--- config.mk ---
export PLATFORM = sky130hd
export DESIGN_NAME = trng_word_arbiter_flat
export DESIGN_NICKNAME = d
export VERILOG_FILES = /design/src/rtl/trng_ctrl_pkg.sv /design/src/rtl/trng_word_arbiter_if.sv /design/src/rtl/trng_word_fifo.sv /design/src/rtl/trng_word_arbiter.sv /design/src/flat_wrapper.sv
export SDC_FILE = /design/constraint.sdc
export NUM_CORES = 1
export LEC_CHECK = 0
export CAP_MARGIN = 10
export CORE_MARGIN = 3
export CORE_UTILIZATION = 35
export DETAILED_ROUTE_END_ITERATION = 8
export PLACE_DENSITY = 0.59
export SLEW_MARGIN = 20
export SYNTH_ARGS = -nofsm -noshare
export SYNTH_HDL_FRONTEND = slang
export SYNTH_SLANG_ARGS = --single-unit
--- constraint.sdc ---
create_clock -name clk -period 3 [get_ports clk]
set_input_delay 0.3 -clock clk [delete_from_list [all_inputs] [get_ports clk]]
set_output_delay 0.3 -clock clk [all_outputs]
set_load 0.02 [all_outputs]
--- src/rtl/trng_ctrl_pkg.sv ---
// trng_ctrl_pkg
// Shared types and constants for the trng_parallel32 sequencer/arbiter.
//   trng_ctrl_state_e : sequencer states (ST_FAULT exists only with TRNG_HEALTH_EN)
//   TRNG_WORD_W       : generator word width
//   TRNG_D3_W         : width of the generator's d3 seed input
//   SEED_*_DEFAULT    : default seed constants driven to the generator
// Optional feature macro: TRNG_HEALTH_EN (adds the fault state).
package trng_ctrl_pkg;

  localparam int TRNG_WORD_W = 32;
  localparam int TRNG_D3_W   = 5;

  localparam logic [TRNG_WORD_W-1:0] SEED_D1_DEFAULT = 32'hAAAAAAAA;
  localparam logic [TRNG_WORD_W-1:0] SEED_D2_DEFAULT = 32'h55555555;
  localparam logic [TRNG_D3_W-1:0]   SEED_D3_DEFAULT = 5'b10101;

  typedef enum logic [1:0] {
    ST_TRNG_RST = 2'd0,
    ST_WARMUP   = 2'd1,
    ST_RUN      = 2'd2
`ifdef TRNG_HEALTH_EN
    , ST_FAULT  = 2'd3
`endif
  } trng_ctrl_state_e;

endpackage

--- src/rtl/trng_word_arbiter_if.sv ---
// trng_word_arbiter_if
// Bundles the generator-side and consumer-side signals of trng_word_arbiter.
//   master : the arbiter (drives generator reset/seeds, grants, read data, status)
//   slave  : the environment (generator word stream and consumer requests)
// Signals:
//   trng_rst, trng_d1, trng_d2, trng_d3     generator reset and seeds
//   trng_word_valid, trng_rand_word         generator word stream
//   req / gnt                               per-consumer request / one-hot grant
//   rdata                                   FIFO head, valid while any gnt bit is set
//   ready, fifo_level, drop_cnt, fault      status
interface trng_word_arbiter_if #(
  parameter int NUM_REQ    = 4,
  parameter int FIFO_DEPTH = 4
);
  import trng_ctrl_pkg::*;

  logic                           trng_rst;
  logic [TRNG_WORD_W-1:0]         trng_d1;
  logic [TRNG_WORD_W-1:0]         trng_d2;
  logic [TRNG_D3_W-1:0]           trng_d3;
  logic                           trng_word_valid;
  logic [TRNG_WORD_W-1:0]         trng_rand_word;
  logic [NUM_REQ-1:0]             req;
  logic [NUM_REQ-1:0]             gnt;
  logic [TRNG_WORD_W-1:0]         rdata;
  logic                           ready;
  logic [$clog2(FIFO_DEPTH):0]    fifo_level;
  logic [15:0]                    drop_cnt;
  logic                           fault;

  modport master (
    output trng_rst, trng_d1, trng_d2, trng_d3,
    output gnt, rdata, ready, fifo_level, drop_cnt, fault,
    input  trng_word_valid, trng_rand_word, req
  );

  modport slave (
    input  trng_rst, trng_d1, trng_d2, trng_d3,
    input  gnt, rdata, ready, fifo_level, drop_cnt, fault,
    output trng_word_valid, trng_rand_word, req
  );

endinterface

--- src/rtl/trng_word_fifo.sv ---
// trng_word_fifo
// Synchronous word FIFO. Pointers carry one extra MSB so full and empty are
// distinguished without a separate counter.
// Ports:
//   clk, rst      clock, synchronous active-high reset
//   i_push        write i_data at the tail (caller never pushes into a full
//                 FIFO unless it pops in the same cycle)
//   i_pop         advance the head (caller never pops an empty FIFO)
//   i_flush       discard all contents (priority over push/pop)
//   o_full, o_empty, o_level, o_head
module trng_word_fifo
  import trng_ctrl_pkg::*;
#(
  parameter int DEPTH = 4
) (
  input  logic                     clk,
  input  logic                     rst,
  input  logic                     i_push,
  input  logic                     i_pop,
  input  logic                     i_flush,
  input  logic [TRNG_WORD_W-1:0]   i_data,
  output logic                     o_full,
  output logic                     o_empty,
  output logic [$clog2(DEPTH):0]   o_level,
  output logic [TRNG_WORD_W-1:0]   o_head
);

  localparam int AW = $clog2(DEPTH);

  logic [TRNG_WORD_W-1:0] r_mem [DEPTH];
  logic [AW:0]            r_wptr;
  logic [AW:0]            r_rptr;

  // Storage has no reset; only the pointers define what is valid. When full
  // with a simultaneous pop, the write lands in the slot being popped, which
  // is safe because the head was already read this cycle.
  always_ff @(posedge clk) begin
    if (i_push) begin
      r_mem[r_wptr[AW-1:0]] <= i_data;
    end
  end

  always_ff @(posedge clk) begin
    if (rst || i_flush) begin
      r_wptr <= '0;
      r_rptr <= '0;
    end else begin
      if (i_push) r_wptr <= r_wptr + 1'b1;
      if (i_pop)  r_rptr <= r_rptr + 1'b1;
    end
  end

  assign o_level = r_wptr - r_rptr;
  assign o_empty = (r_wptr == r_rptr);
  assign o_full  = (r_wptr[AW] != r_rptr[AW]) && (r_wptr[AW-1:0] == r_rptr[AW-1:0]);
  assign o_head  = r_mem[r_rptr[AW-1:0]];

endmodule

--- src/rtl/trng_word_arbiter.sv ---
// trng_word_arbiter
// Sequences the trng_parallel32 generator (reset, seeding, warm-up discard),
// buffers its words in trng_word_fifo and hands each word to exactly one of
// NUM_REQ consumers with round-robin arbitration.
// Ports:
//   clk   single clock
//   rst   synchronous active-high reset; restarts the whole sequence
//   bus   trng_word_arbiter_if.master (generator and consumer signals)
// Optional feature macro: TRNG_HEALTH_EN enables a repetition-count test on
// pushed words that latches a sticky fault (ST_FAULT) until rst.
module trng_word_arbiter
  import trng_ctrl_pkg::*;
#(
  parameter int                     NUM_REQ       = 4,
  parameter int                     FIFO_DEPTH    = 4,
  parameter int                     WARMUP_CYCLES = 300,
  parameter logic [TRNG_WORD_W-1:0] SEED_D1       = SEED_D1_DEFAULT,
  parameter logic [TRNG_WORD_W-1:0] SEED_D2       = SEED_D2_DEFAULT,
  parameter logic [TRNG_D3_W-1:0]   SEED_D3       = SEED_D3_DEFAULT,
  parameter int                     RCT_LIMIT     = 3
) (
  input  logic                 clk,
  input  logic                 rst,
  trng_word_arbiter_if.master  bus
);

  localparam int PW = $clog2(NUM_REQ);
  localparam int LW = $clog2(FIFO_DEPTH) + 1;
  localparam int CW = (WARMUP_CYCLES < 2) ? 1 : $clog2(WARMUP_CYCLES);
  localparam logic [PW:0]   NREQ      = (PW+1)'(NUM_REQ);
  localparam logic [PW-1:0] LAST_REQ  = PW'(NUM_REQ - 1);
  localparam logic [CW-1:0] WARM_LAST = CW'(WARMUP_CYCLES - 1);

  if (NUM_REQ < 2 || NUM_REQ > 8) begin : g_bad_num_req
    $error("trng_word_arbiter: NUM_REQ must be 2..8");
  end
  if (FIFO_DEPTH < 2 || (FIFO_DEPTH & (FIFO_DEPTH - 1)) != 0) begin : g_bad_depth
    $error("trng_word_arbiter: FIFO_DEPTH must be a power of 2, at least 2");
  end
  if (RCT_LIMIT < 2) begin : g_bad_rct
    $error("trng_word_arbiter: RCT_LIMIT must be at least 2");
  end

  trng_ctrl_state_e   r_state;
  logic [CW-1:0]      r_cnt;
  logic               r_trng_rst;
  logic               r_ready;
  logic [PW-1:0]      r_ptr;
  logic [15:0]        r_drop_cnt;

  logic               w_run;
  logic               w_accept;
  logic               w_push;
  logic               w_pop;
  logic               w_drop;
  logic               w_flush;
  logic               w_full;
  logic               w_empty;
  logic [LW-1:0]      w_level;
  logic [TRNG_WORD_W-1:0] w_head;

  logic [PW:0]        w_idx;
  logic [PW-1:0]      w_winner;
  logic [PW-1:0]      w_ptr_next;
  logic               w_found;
  logic [NUM_REQ-1:0] w_gnt;

  assign w_run = (r_state == ST_RUN);

  // Round-robin search starting at r_ptr and wrapping modulo NUM_REQ; a grant
  // is only possible while running with at least one buffered word.
  always_comb begin
    w_gnt    = '0;
    w_found  = 1'b0;
    w_winner = '0;
    w_idx    = '0;
    if (w_run && !w_empty) begin
      for (int i = 0; i < NUM_REQ; i++) begin
        w_idx = {1'b0, r_ptr} + (PW+1)'(i);
        if (w_idx >= NREQ) w_idx = w_idx - NREQ;
        if (!w_found && bus.req[w_idx[PW-1:0]]) begin
          w_found  = 1'b1;
          w_winner = w_idx[PW-1:0];
        end
      end
      if (w_found) w_gnt[w_winner] = 1'b1;
    end
  end

  assign w_ptr_next = (w_winner == LAST_REQ) ? '0 : w_winner + 1'b1;
  assign w_pop      = w_found;

  // A word is taken when there is room, counting the slot freed by a
  // same-cycle pop; otherwise it is lost and counted.
  assign w_accept = w_run && bus.trng_word_valid && (!w_full || w_pop);
  assign w_drop   = w_run && bus.trng_word_valid && w_full && !w_pop;

`ifdef TRNG_HEALTH_EN
  localparam int RCW = $clog2(RCT_LIMIT + 1);
  localparam logic [RCW-1:0] RCT_TRIP = RCW'(RCT_LIMIT - 1);

  logic [TRNG_WORD_W-1:0] r_last_word;
  logic [RCW-1:0]         r_rep_cnt;
  logic                   r_fault;
  logic                   w_same;
  logic                   w_rct_trip;

  // r_rep_cnt is the length of the current run of identical pushed words
  // (0 = nothing pushed yet). The word that would complete a run of
  // RCT_LIMIT is never pushed.
  assign w_same     = (r_rep_cnt != '0) && (bus.trng_rand_word == r_last_word);
  assign w_rct_trip = w_accept && w_same && (r_rep_cnt == RCT_TRIP);
  assign w_push     = w_accept && !w_rct_trip;
  assign w_flush    = w_rct_trip || (r_state == ST_FAULT);
`else
  assign w_push  = w_accept;
  assign w_flush = 1'b0;
`endif

  trng_word_fifo #(
    .DEPTH (FIFO_DEPTH)
  ) u_fifo (
    .clk     (clk),
    .rst     (rst),
    .i_push  (w_push),
    .i_pop   (w_pop),
    .i_flush (w_flush),
    .i_data  (bus.trng_rand_word),
    .o_full  (w_full),
    .o_empty (w_empty),
    .o_level (w_level),
    .o_head  (w_head)
  );

  // Sequencer: hold the generator in reset for two cycles, discard
  // WARMUP_CYCLES cycles of output, then run. Status outputs are registered
  // alongside the state so they change on the same edge.
  always_ff @(posedge clk) begin
    if (rst) begin
      r_state    <= ST_TRNG_RST;
      r_cnt      <= '0;
      r_trng_rst <= 1'b1;
      r_ready    <= 1'b0;
      r_ptr      <= '0;
      r_drop_cnt <= '0;
`ifdef TRNG_HEALTH_EN
      r_last_word <= '0;
      r_rep_cnt   <= '0;
      r_fault     <= 1'b0;
`endif
    end else begin
      case (r_state)
        ST_TRNG_RST: begin
          if (r_cnt == CW'(1)) begin
            r_state    <= ST_WARMUP;
            r_cnt      <= '0;
            r_trng_rst <= 1'b0;
          end else begin
            r_cnt <= r_cnt + 1'b1;
          end
        end
        ST_WARMUP: begin
          if (r_cnt == WARM_LAST) begin
            r_state <= ST_RUN;
            r_cnt   <= '0;
            r_ready <= 1'b1;
          end else begin
            r_cnt <= r_cnt + 1'b1;
          end
        end
        ST_RUN: begin
          if (w_pop) r_ptr <= w_ptr_next;
          if (w_drop && r_drop_cnt != 16'hFFFF) r_drop_cnt <= r_drop_cnt + 1'b1;
`ifdef TRNG_HEALTH_EN
          if (w_rct_trip) begin
            r_state <= ST_FAULT;
            r_ready <= 1'b0;
            r_fault <= 1'b1;
          end else if (w_push) begin
            r_last_word <= bus.trng_rand_word;
            r_rep_cnt   <= w_same ? r_rep_cnt + 1'b1 : RCW'(1);
          end
`endif
        end
`ifdef TRNG_HEALTH_EN
        ST_FAULT: begin
          r_state <= ST_FAULT;
        end
`endif
        default: begin
          r_state <= ST_TRNG_RST;
        end
      endcase
    end
  end

  assign bus.trng_rst   = r_trng_rst;
  assign bus.trng_d1    = SEED_D1;
  assign bus.trng_d2    = SEED_D2;
  assign bus.trng_d3    = SEED_D3;
  assign bus.gnt        = w_gnt;
  assign bus.rdata      = w_head;
  assign bus.ready      = r_ready;
  assign bus.fifo_level = w_level;
  assign bus.drop_cnt   = r_drop_cnt;
`ifdef TRNG_HEALTH_EN
  assign bus.fault      = r_fault;
`else
  assign bus.fault      = 1'b0;
`endif

endmodule

--- src/flat_wrapper.sv ---
// flat-port wrapper written by rule: the top's interface ports become plain ports
module trng_word_arbiter_flat import trng_ctrl_pkg::*;
#(
  parameter int                     NUM_REQ       = 4,
  parameter int                     FIFO_DEPTH    = 4,
  parameter int                     WARMUP_CYCLES = 300,
  parameter logic [TRNG_WORD_W-1:0] SEED_D1       = SEED_D1_DEFAULT,
  parameter logic [TRNG_WORD_W-1:0] SEED_D2       = SEED_D2_DEFAULT,
  parameter logic [TRNG_D3_W-1:0]   SEED_D3       = SEED_D3_DEFAULT,
  parameter int                     RCT_LIMIT     = 3
)
  (clk, rst, bus_trng_rst, bus_trng_d1, bus_trng_d2, bus_trng_d3, bus_gnt, bus_rdata, bus_ready, bus_fifo_level, bus_drop_cnt, bus_fault, bus_trng_word_valid, bus_trng_rand_word, bus_req);
  trng_word_arbiter_if #(.NUM_REQ(NUM_REQ), .FIFO_DEPTH(FIFO_DEPTH)) bus_i ();
  input  logic clk;
  input  logic rst;
  output wire logic [$bits(bus_i.trng_rst)-1:0] bus_trng_rst;
  output wire logic [$bits(bus_i.trng_d1)-1:0] bus_trng_d1;
  output wire logic [$bits(bus_i.trng_d2)-1:0] bus_trng_d2;
  output wire logic [$bits(bus_i.trng_d3)-1:0] bus_trng_d3;
  output wire logic [$bits(bus_i.gnt)-1:0] bus_gnt;
  output wire logic [$bits(bus_i.rdata)-1:0] bus_rdata;
  output wire logic [$bits(bus_i.ready)-1:0] bus_ready;
  output wire logic [$bits(bus_i.fifo_level)-1:0] bus_fifo_level;
  output wire logic [$bits(bus_i.drop_cnt)-1:0] bus_drop_cnt;
  output wire logic [$bits(bus_i.fault)-1:0] bus_fault;
  input wire logic [$bits(bus_i.trng_word_valid)-1:0] bus_trng_word_valid;
  input wire logic [$bits(bus_i.trng_rand_word)-1:0] bus_trng_rand_word;
  input wire logic [$bits(bus_i.req)-1:0] bus_req;
  assign bus_trng_rst = bus_i.trng_rst;
  assign bus_trng_d1 = bus_i.trng_d1;
  assign bus_trng_d2 = bus_i.trng_d2;
  assign bus_trng_d3 = bus_i.trng_d3;
  assign bus_gnt = bus_i.gnt;
  assign bus_rdata = bus_i.rdata;
  assign bus_ready = bus_i.ready;
  assign bus_fifo_level = bus_i.fifo_level;
  assign bus_drop_cnt = bus_i.drop_cnt;
  assign bus_fault = bus_i.fault;
  assign bus_i.trng_word_valid = bus_trng_word_valid;
  assign bus_i.trng_rand_word = bus_trng_rand_word;
  assign bus_i.req = bus_req;
  trng_word_arbiter #(.NUM_REQ(NUM_REQ), .FIFO_DEPTH(FIFO_DEPTH), .WARMUP_CYCLES(WARMUP_CYCLES), .SEED_D1(SEED_D1), .SEED_D2(SEED_D2), .SEED_D3(SEED_D3), .RCT_LIMIT(RCT_LIMIT)) u_core (.clk(clk), .rst(rst), .bus(bus_i));
endmodule
==> results.ini, run 1 <==
[floorplanning]
ioPinCount = 166
initial_utilization_pct = 36.2
rows = 51
floorplan_die_area_mm2 = 0.0222
core_area_mm2 = 0.0198
dieHeight_um = 149
fp.dieW_um = 149

[sta]
maxClockFrequency_mhz = 350
final.hold.worst_slack_ns = 0.458
fin_skew_ns = 0.00650
fin_crit_ns = 2.86
setup-tns-final_ns = 0
max_slew_headroom_pct = 41.7
unrepaired_setup_endpoints_after_global_routing = false
timing.final.setup_violations = 0
hold_viol = 0
drv_slew = 0
max_slew.worst_pin.slew_ns = 0.875
finalCritPeriodShare_pct = 95.3

[cts]
clk_pin_slew_ns = 0.06
postCtsHoldBufs = 0
cts_resized = 1
clockRootBuffer = sky130_fd_sc_hd__clkbuf_16
clock_insertion_delay_at_the_later_pin_of_the_skew_report_ns = 0.41
tritoncts = done
cts-buffers-inserted = 17
postCtsSetupRepairBufs = 0
sink_count_of_the_clock_tree = 167
ctsHtreeMaxLevel = 4
cts_max_path_buffers = 2

[yosys]
warnings_from_yosys = 0
synth_ff_type = sky130_fd_sc_hd__edfxtp_1
async_flop_share_pct = 0
synth-seq-cells = 167
yosysMostFrequentCell = sky130_fd_sc_hd__edfxtp_1
ys_top_cells_by_area = sky130_fd_sc_hd__edfxtp_1 (54%), sky130_fd_sc_hd__dfxtp_1 (11%), sky130_fd_sc_hd__mux4_2 (10%), sky130_fd_sc_hd__buf_4 (7.3%), sky130_fd_sc_hd__nor2_1 (2.0%)
syn-mean-instance-area_um2 = 15.1
seq_area_frac_synth_pct = 64.6
top_post_synthesis_cells_by_count = sky130_fd_sc_hd__edfxtp_1 (128), sky130_fd_sc_hd__buf_4 (70), sky130_fd_sc_hd__dfxtp_1 (39), sky130_fd_sc_hd__nor2_1 (39), sky130_fd_sc_hd__mux4_2 (32)
synthesis.instances = 474
netlist-cell-type-count = 53
summed_instance_area_of_the_synthesized_netlist_mm2 = 0.00716
synth_area_leader_cell = sky130_fd_sc_hd__edfxtp_1
synth_top_cell_area_share_pct = 53.7
synth_edf_count = 128

[global_routing]
global_route.usage.met2_pct = 20.2
grt_antenna_before_repair = 0
grt-busiest-layer = met2
gr-usage-all-layers_pct = 12.1
grt_pass1_vias = 3897
globalRouteMet3Util_pct = 3.74
gr-total-overflow = 0
grt_first_pass_wirelength_mm = 20.8
grt_max_degree = 33
grt_use_met1_pct = 15.4

[setup_path]
critical_path_peak_fanout = 4
worstSetupPathType = flip-flop to output port
arrival_ns = 2.56
worstRegToRegCells = 5
endpoint_kind = output port
worst_ep_required_time_ns = 2.70
startpoint_type = flip-flop
setup.reg_to_reg.worst_slack_ns = 0.49

[routing]
detail_route.iter0.violations = 139
drtPass1Iterations = 5
antenna_left = 0
detail_route.wl_per_cell_um = 15.5
routed-via-count = 3944
vias_per_cell = 4.60
post-route-drc-count = 0
drt_wl_total_mm = 13.3

[worst_hold_path]
min_path_cells = 2
hold_class = flip-flop to flip-flop

[final_layout]
fin_util_pct = 44.7
synthToLayoutAreaGrowth_pct = 23.5
final_layout_size_suffix_gt1_share_pct = 13.5
nets = 629

[power]
cellLeakagePower_uw = 0.00299
power_density_mw_per_mm2 = 573
vdd_ir_drop_max_mv = 0.385

[flow_run]
maxcap_violations = 0

[outcome]
outcome = finished clean

[placement]
gp_congestion = 0.805
hpwl_mm = 8.87
port_buffers = 95

## path summary, 6_finish.rpt
path / startpoint / endpoint
worst min register to register: u_core.bus.ready / u_core.bus.ready
worst max-delay path: u_core.u_fifo.r_wptr[0] / bus_fifo_level[2]
worst min-delay path: u_core.bus.ready / u_core.bus.ready
worst max register to register: u_core.u_fifo.r_wptr[0] / u_core.u_fifo.r_mem[1][24]
## placed cells by master (no fill, tap or decap), types with 3 or more instances in the layout
| cell | synthesis | routed |
|---|---|---|
| sky130_fd_sc_hd__a21oi_1 | 14 | 14 |
| sky130_fd_sc_hd__and2_2 | 1 | 5 |
| sky130_fd_sc_hd__and3_1 | 3 | 3 |
| sky130_fd_sc_hd__buf_4 | 70 | 5 |
| sky130_fd_sc_hd__bufinv_16 | 0 | 5 |
| sky130_fd_sc_hd__clkbuf_1 | 10 | 4 |
| sky130_fd_sc_hd__clkbuf_16 | 0 | 17 |
| sky130_fd_sc_hd__clkdlybuf4s50_1 | 0 | 94 |
| sky130_fd_sc_hd__conb_1 | 2 | 70 |
| sky130_fd_sc_hd__dfxtp_1 | 39 | 37 |
| sky130_fd_sc_hd__edfxtp_1 | 128 | 128 |
| sky130_fd_sc_hd__ha_1 | 10 | 10 |
| sky130_fd_sc_hd__inv_1 | 11 | 11 |
| sky130_fd_sc_hd__mux4_2 | 32 | 32 |
| sky130_fd_sc_hd__nand2_1 | 9 | 9 |
| sky130_fd_sc_hd__nand2b_1 | 4 | 4 |
| sky130_fd_sc_hd__nand3_1 | 9 | 9 |
| sky130_fd_sc_hd__nand3b_1 | 3 | 3 |
| sky130_fd_sc_hd__nand4_1 | 3 | 3 |
| sky130_fd_sc_hd__nor2_1 | 39 | 39 |
| sky130_fd_sc_hd__nor2b_1 | 5 | 5 |
| sky130_fd_sc_hd__nor4_1 | 3 | 3 |
| sky130_fd_sc_hd__o21ai_0 | 6 | 6 |
| sky130_fd_sc_hd__or3_1 | 4 | 4 |
| sky130_fd_sc_hd__xnor2_1 | 10 | 10 |
| sky130_fd_sc_hd__xor2_1 | 10 | 10 |
## power by group
part	internal, uW	total, uW	switching (uW)
logic	85.2	238	152
registers	2500	2510	16.4
clock network	1480	2320	839
total	4060	5070	1010
## worst max-delay path: stages, from the launching register on
cell and delay [ns]:
sky130_fd_sc_hd__dfxtp_1 0.40, sky130_fd_sc_hd__inv_1 0.11, sky130_fd_sc_hd__ha_1 0.23, sky130_fd_sc_hd__fa_1 0.43, sky130_fd_sc_hd__xnor2_1 0.30, sky130_fd_sc_hd__clkdlybuf4s50_1 0.67
## stage by stage
| step | setup WS, ns | cell area, um2 | power, uW | cells |
|---|---|---|---|---|
| floorplan | 0.586 | 7410 | 2770 | 542 |
| global placement | 0.340 | 8200 | 2790 | 825 |
| detailed placement | 0.227 | 8200 | 2800 | 825 |
| CTS | 0.0300 | 8830 | 5120 | 856 |
| global route | 0.00962 | 8840 | 5250 | 856 |
| finish | 0.140 | 8840 | 5070 | 857 |
## logic make-up after synthesis
kind of cell	after synthesis	share of synthesized area (%)
AND/OR/NAND/NOR	106	8.16
adder cells (fa/ha/maj)	11	2.03
flip-flops	167	64.6
XOR/XNOR	20	2.45
multiplexers	35	10.5
other	2	0.105
buffers and inverters	95	8.65
AO/OA/AOI/OAI	38	3.50
## sequential cells by signal, indices dropped and copies added, names as in the netlist, named ones only
name and count:
u_core.u_fifo.r_mem 128, u_core.bus.trng_rst 1, u_core.u_fifo.r_rptr 3, u_core.r_cnt 9
u_core.u_fifo.r_wptr 3, u_core.r_ptr 2, u_core.r_state 2, u_core.bus.drop_cnt 16
u_core.bus.ready 1
## routing by layer
layer | wire length (um) | part of all wire [%]
met1 | 5650 | 42
met4 | 129 | 0.97
met5 | 0 | 0
met3 | 924 | 6.9
met2 | 6620 | 50
## final cells by class
type	count	area [um2]
fill	1745	10900
sequential	167	4630
multi-input combinational	280	2180
timing repair buffer	102	1030
clock buffer	21	440
tap	265	332
clock inverter	10	193
inverter	11	41.3
antenna	1	2.50
Power figures use the tool's default switching activity.
==> inputs of run 2 (changes only) <==
Settings changed: ABC_AREA set to 1.
==> run 2 against run 1 <==
Effect of this change: clock skew is 0.0012 ns higher; sequential cell count is the same; maximum frequency hardly changed.
==> results.ini, run 2 <==
[outcome]
outcome = finished clean

[cts]
sink_count_of_the_clock_tree = 167  ; unchanged
cts-buffers-inserted = 17  ; unchanged
cts_max_path_buffers = 2  ; unchanged
ctsHtreeMaxLevel = 4  ; unchanged
clockRootBuffer = sky130_fd_sc_hd__clkbuf_16
clk_pin_slew_ns = 0.07  ; about the same
clock_insertion_delay_at_the_later_pin_of_the_skew_report_ns = 0.42  ; about the same
tritoncts = done

[placement]
gp_congestion = 0.767  ; -4.7%
place_area_mm2 = 0.00874  ; +6.6%
port_buffers = 95  ; unchanged
hpwl_mm = 10.3  ; +16%

[global_routing]
gr-total-overflow = 0  ; unchanged
global_route.usage.met2_pct = 22.4  ; +2.2 points
grt_pass1_vias = 4999  ; +28%
grt-busiest-layer = met2
grt_antenna_before_repair = 0  ; unchanged
grt_first_pass_wirelength_mm = 25.8  ; +24%
grt_max_degree = 66  ; +100%
grt_use_met1_pct = 17.6  ; +2.2 points
globalRouteMet3Util_pct = 3.29  ; -0.44 points
gr-usage-all-layers_pct = 13.6  ; +1.4 points

[final_layout]
fin_util_pct = 43.8  ; -0.89 points
final_common_cell = sky130_fd_sc_hd__edfxtp_1
final_layout_size_suffix_gt1_share_pct = 8.40  ; -5.1 points
number_of_flip_flops_under_the_largest_register_name = 128  ; unchanged
synthToLayoutAreaGrowth_pct = 21.7
nets = 882  ; +40%
most-common-layout-cells = sky130_fd_sc_hd__edfxtp_1 (128), sky130_fd_sc_hd__clkdlybuf4s50_1 (93), sky130_fd_sc_hd__nor2_1 (90)
antenna-diode-count = 0  ; -1
final_cell_area_mm2 = 0.00933  ; +5.5%

[yosys]
synthesis.instances = 735  ; +55%
warnings_from_yosys = 0  ; unchanged
summed_instance_area_of_the_synthesized_netlist_mm2 = 0.00766  ; +7.0%
syn-mean-instance-area_um2 = 10.4  ; -31%
async_flop_share_pct = 0  ; unchanged
synth-seq-cells = 167  ; unchanged
seq_area_frac_synth_pct = 60.4  ; -4.3 points
synth_ff_type = sky130_fd_sc_hd__edfxtp_1
top_post_synthesis_cells_by_count = sky130_fd_sc_hd__edfxtp_1 (128), sky130_fd_sc_hd__nor2_1 (94), sky130_fd_sc_hd__nand2_1 (80)
netlist-cell-type-count = 41  ; -23%
ys_top_cells_by_area = sky130_fd_sc_hd__edfxtp_1 (50%), sky130_fd_sc_hd__dfxtp_1 (10%), sky130_fd_sc_hd__buf_4 (7.0%), sky130_fd_sc_hd__nor2_1 (4.6%), sky130_fd_sc_hd__o21ai_0 (4.4%)
yosysMostFrequentCell = sky130_fd_sc_hd__edfxtp_1
synth_edf_count = 128  ; unchanged
synth_area_leader_cell = sky130_fd_sc_hd__edfxtp_1
synth_top_cell_area_share_pct = 50.2  ; -3.5 points

[power]
cellLeakagePower_uw = 0.00345  ; +15%
vdd_ir_drop_max_mv = 0.404  ; +4.9%
power_density_mw_per_mm2 = 530  ; -7.5%

[worst_hold_path]
hold_class = flip-flop to flip-flop
min_path_cells = 2  ; unchanged

[setup_path]
arrival_ns = 2.56  ; about the same
startpoint_type = flip-flop
worst_ep_required_time_ns = 2.70  ; about the same
endpoint_kind = output port
worstSetupPathType = flip-flop to output port
critical_path_peak_fanout = 7  ; +3
worstRegToRegCells = 9  ; +4

[sta]
unrepaired_setup_endpoints_after_global_routing = false
max_slew_headroom_pct = 52.8  ; +11 points
fin_skew_ns = 0.00766  ; +0.00116 ns
hold_viol = 0  ; unchanged
fin_crit_ns = 2.86  ; +0.00134 ns
drv_slew = 0  ; unchanged
timing.final.setup_violations = 0  ; unchanged
setup-tns-final_ns = 0  ; unchanged
maxClockFrequency_mhz = 349  ; about the same
max_slew.worst_pin.slew_ns = 0.707  ; -0.167 ns
finalCritPeriodShare_pct = 95.4  ; about the same

[routing]
drt_wl_total_mm = 16.0  ; +20%
antenna_left = 0  ; unchanged
post-route-drc-count = 0  ; unchanged
detail_route.wl_per_cell_um = 14.3  ; -7.8%
drtPass1Iterations = 4  ; -1
vias_per_cell = 4.68  ; +1.7%
detail_route.iter0.violations = 234  ; +68%
routed-via-count = 5241  ; +33%

[floorplanning]
initial_utilization_pct = 36.0  ; -0.19 points
floorplan_die_area_mm2 = 0.0237  ; +6.8%
ioPinCount = 166  ; unchanged
dieHeight_um = 154  ; +3.3%
rows = 53  ; +3.9%
fp.dieW_um = 154  ; +3.3%
core_area_mm2 = 0.0213  ; +7.6%

[flow_run]
maxcap_violations = 0  ; unchanged

==> run 2: changes by cell type after synthesis, moves of 32 or more <==
cell                      previous run  this run
sky130_fd_sc_hd__inv_1              11        50
sky130_fd_sc_hd__mux4_2             32         0
sky130_fd_sc_hd__nand2_1             9        80
sky130_fd_sc_hd__nor2_1             39        94
sky130_fd_sc_hd__o21ai_0             6        67
sky130_fd_sc_hd__o22ai_1             0        32
==> run 2: cells by family (layout without fill, tap and decap cells) <==
logic type / after synthesis / in the layout / share of synthesized area, %
AOI/OAI and AO/OA: 133 / 133 / 9.44
DFF: 167 / 167 / 60.4
adders and majority gates: 11 / 11 / 1.89
and+or+nand+nor: 250 / 250 / 14.6
xor gates and xnor gates: 18 / 18 / 2.06
other: 2 / 70 / 0.0980
buffers and inverters: 154 / 196 / 11.5
==> run 2: cell type report <==
type / instances / area (um2)
well taps: 275 / 344
flip-flops and latches: 167 / 4630
clock buffers: 17 / 425
multi-input cells: 482 / 2440
inverters: 55 / 214
fillers: 2039 / 12000
repair buffers: 109 / 1120
clock inverters: 15 / 153
==> run 2: timing repair <==
action                                  4_1_cts  5_1_grt
endpoints found under the setup margin        0        4
gates resized for setup                       0        3
hold buffers                                  0        0
setup buffers                                 0        0
==> run 2: final timing paths <==
path                            slack (ns)                     from                      to
worst min register to register        0.45      u_core.bus.trng_rst     u_core.bus.trng_rst
worst max register to register        0.64   u_core.bus.drop_cnt[0]  u_core.bus.drop_cnt[8]
worst min-delay path                  0.45      u_core.bus.trng_rst     u_core.bus.trng_rst
worst max-delay path                  0.14  u_core.u_fifo.r_wptr[0]              bus_gnt[2]
==> run 2: where the power goes <==
part           internal, uW  switching [uW]
Sequential             2510            24.3
Combinational           111             206
Clock                  1110             986
Total                  3730            1220
==> run 2: worst max-delay path, stage by stage (launching register included) <==
cell	delay (ns)
sky130_fd_sc_hd__dfxtp_1	0.38
sky130_fd_sc_hd__inv_1	0.11
sky130_fd_sc_hd__ha_1	0.34
sky130_fd_sc_hd__a31oi_1	0.25
sky130_fd_sc_hd__nand2_2	0.18
sky130_fd_sc_hd__inv_2	0.11
sky130_fd_sc_hd__nand3_1	0.11
sky130_fd_sc_hd__inv_1	0.06
sky130_fd_sc_hd__clkdlybuf4s50_1	0.60
==> run 2: per-stage QoR <==
step	hold slack (ns)	setup WS, ns	total power (uW)	instances
after floorplan	0.399	-0.117	2850	803
after global placement	0.439	0.399	2890	1088
after detailed placement	0.442	0.355	2900	1088
after CTS	0.458	0.0234	5010	1120
after global routing	0.488	0.0160	5140	1120
final	0.453	0.138	4950	1120
==> run 2: routing by layer <==
layer	vias up	part of all wire (%)	wire length, um
li1	2593	-	-
met1	2497	45	7160
met2	139	49	7840
met3	12	5.3	851
met4	0	1.2	197
met5	-	0	0
==> inputs of run 3 (changes only) <==
Settings changed: ABC_AREA 1 to 0, CAP_MARGIN 10 to unset.
==> results of run 3 <==
Final layout, timing and power as in run 1 (identical DEF).
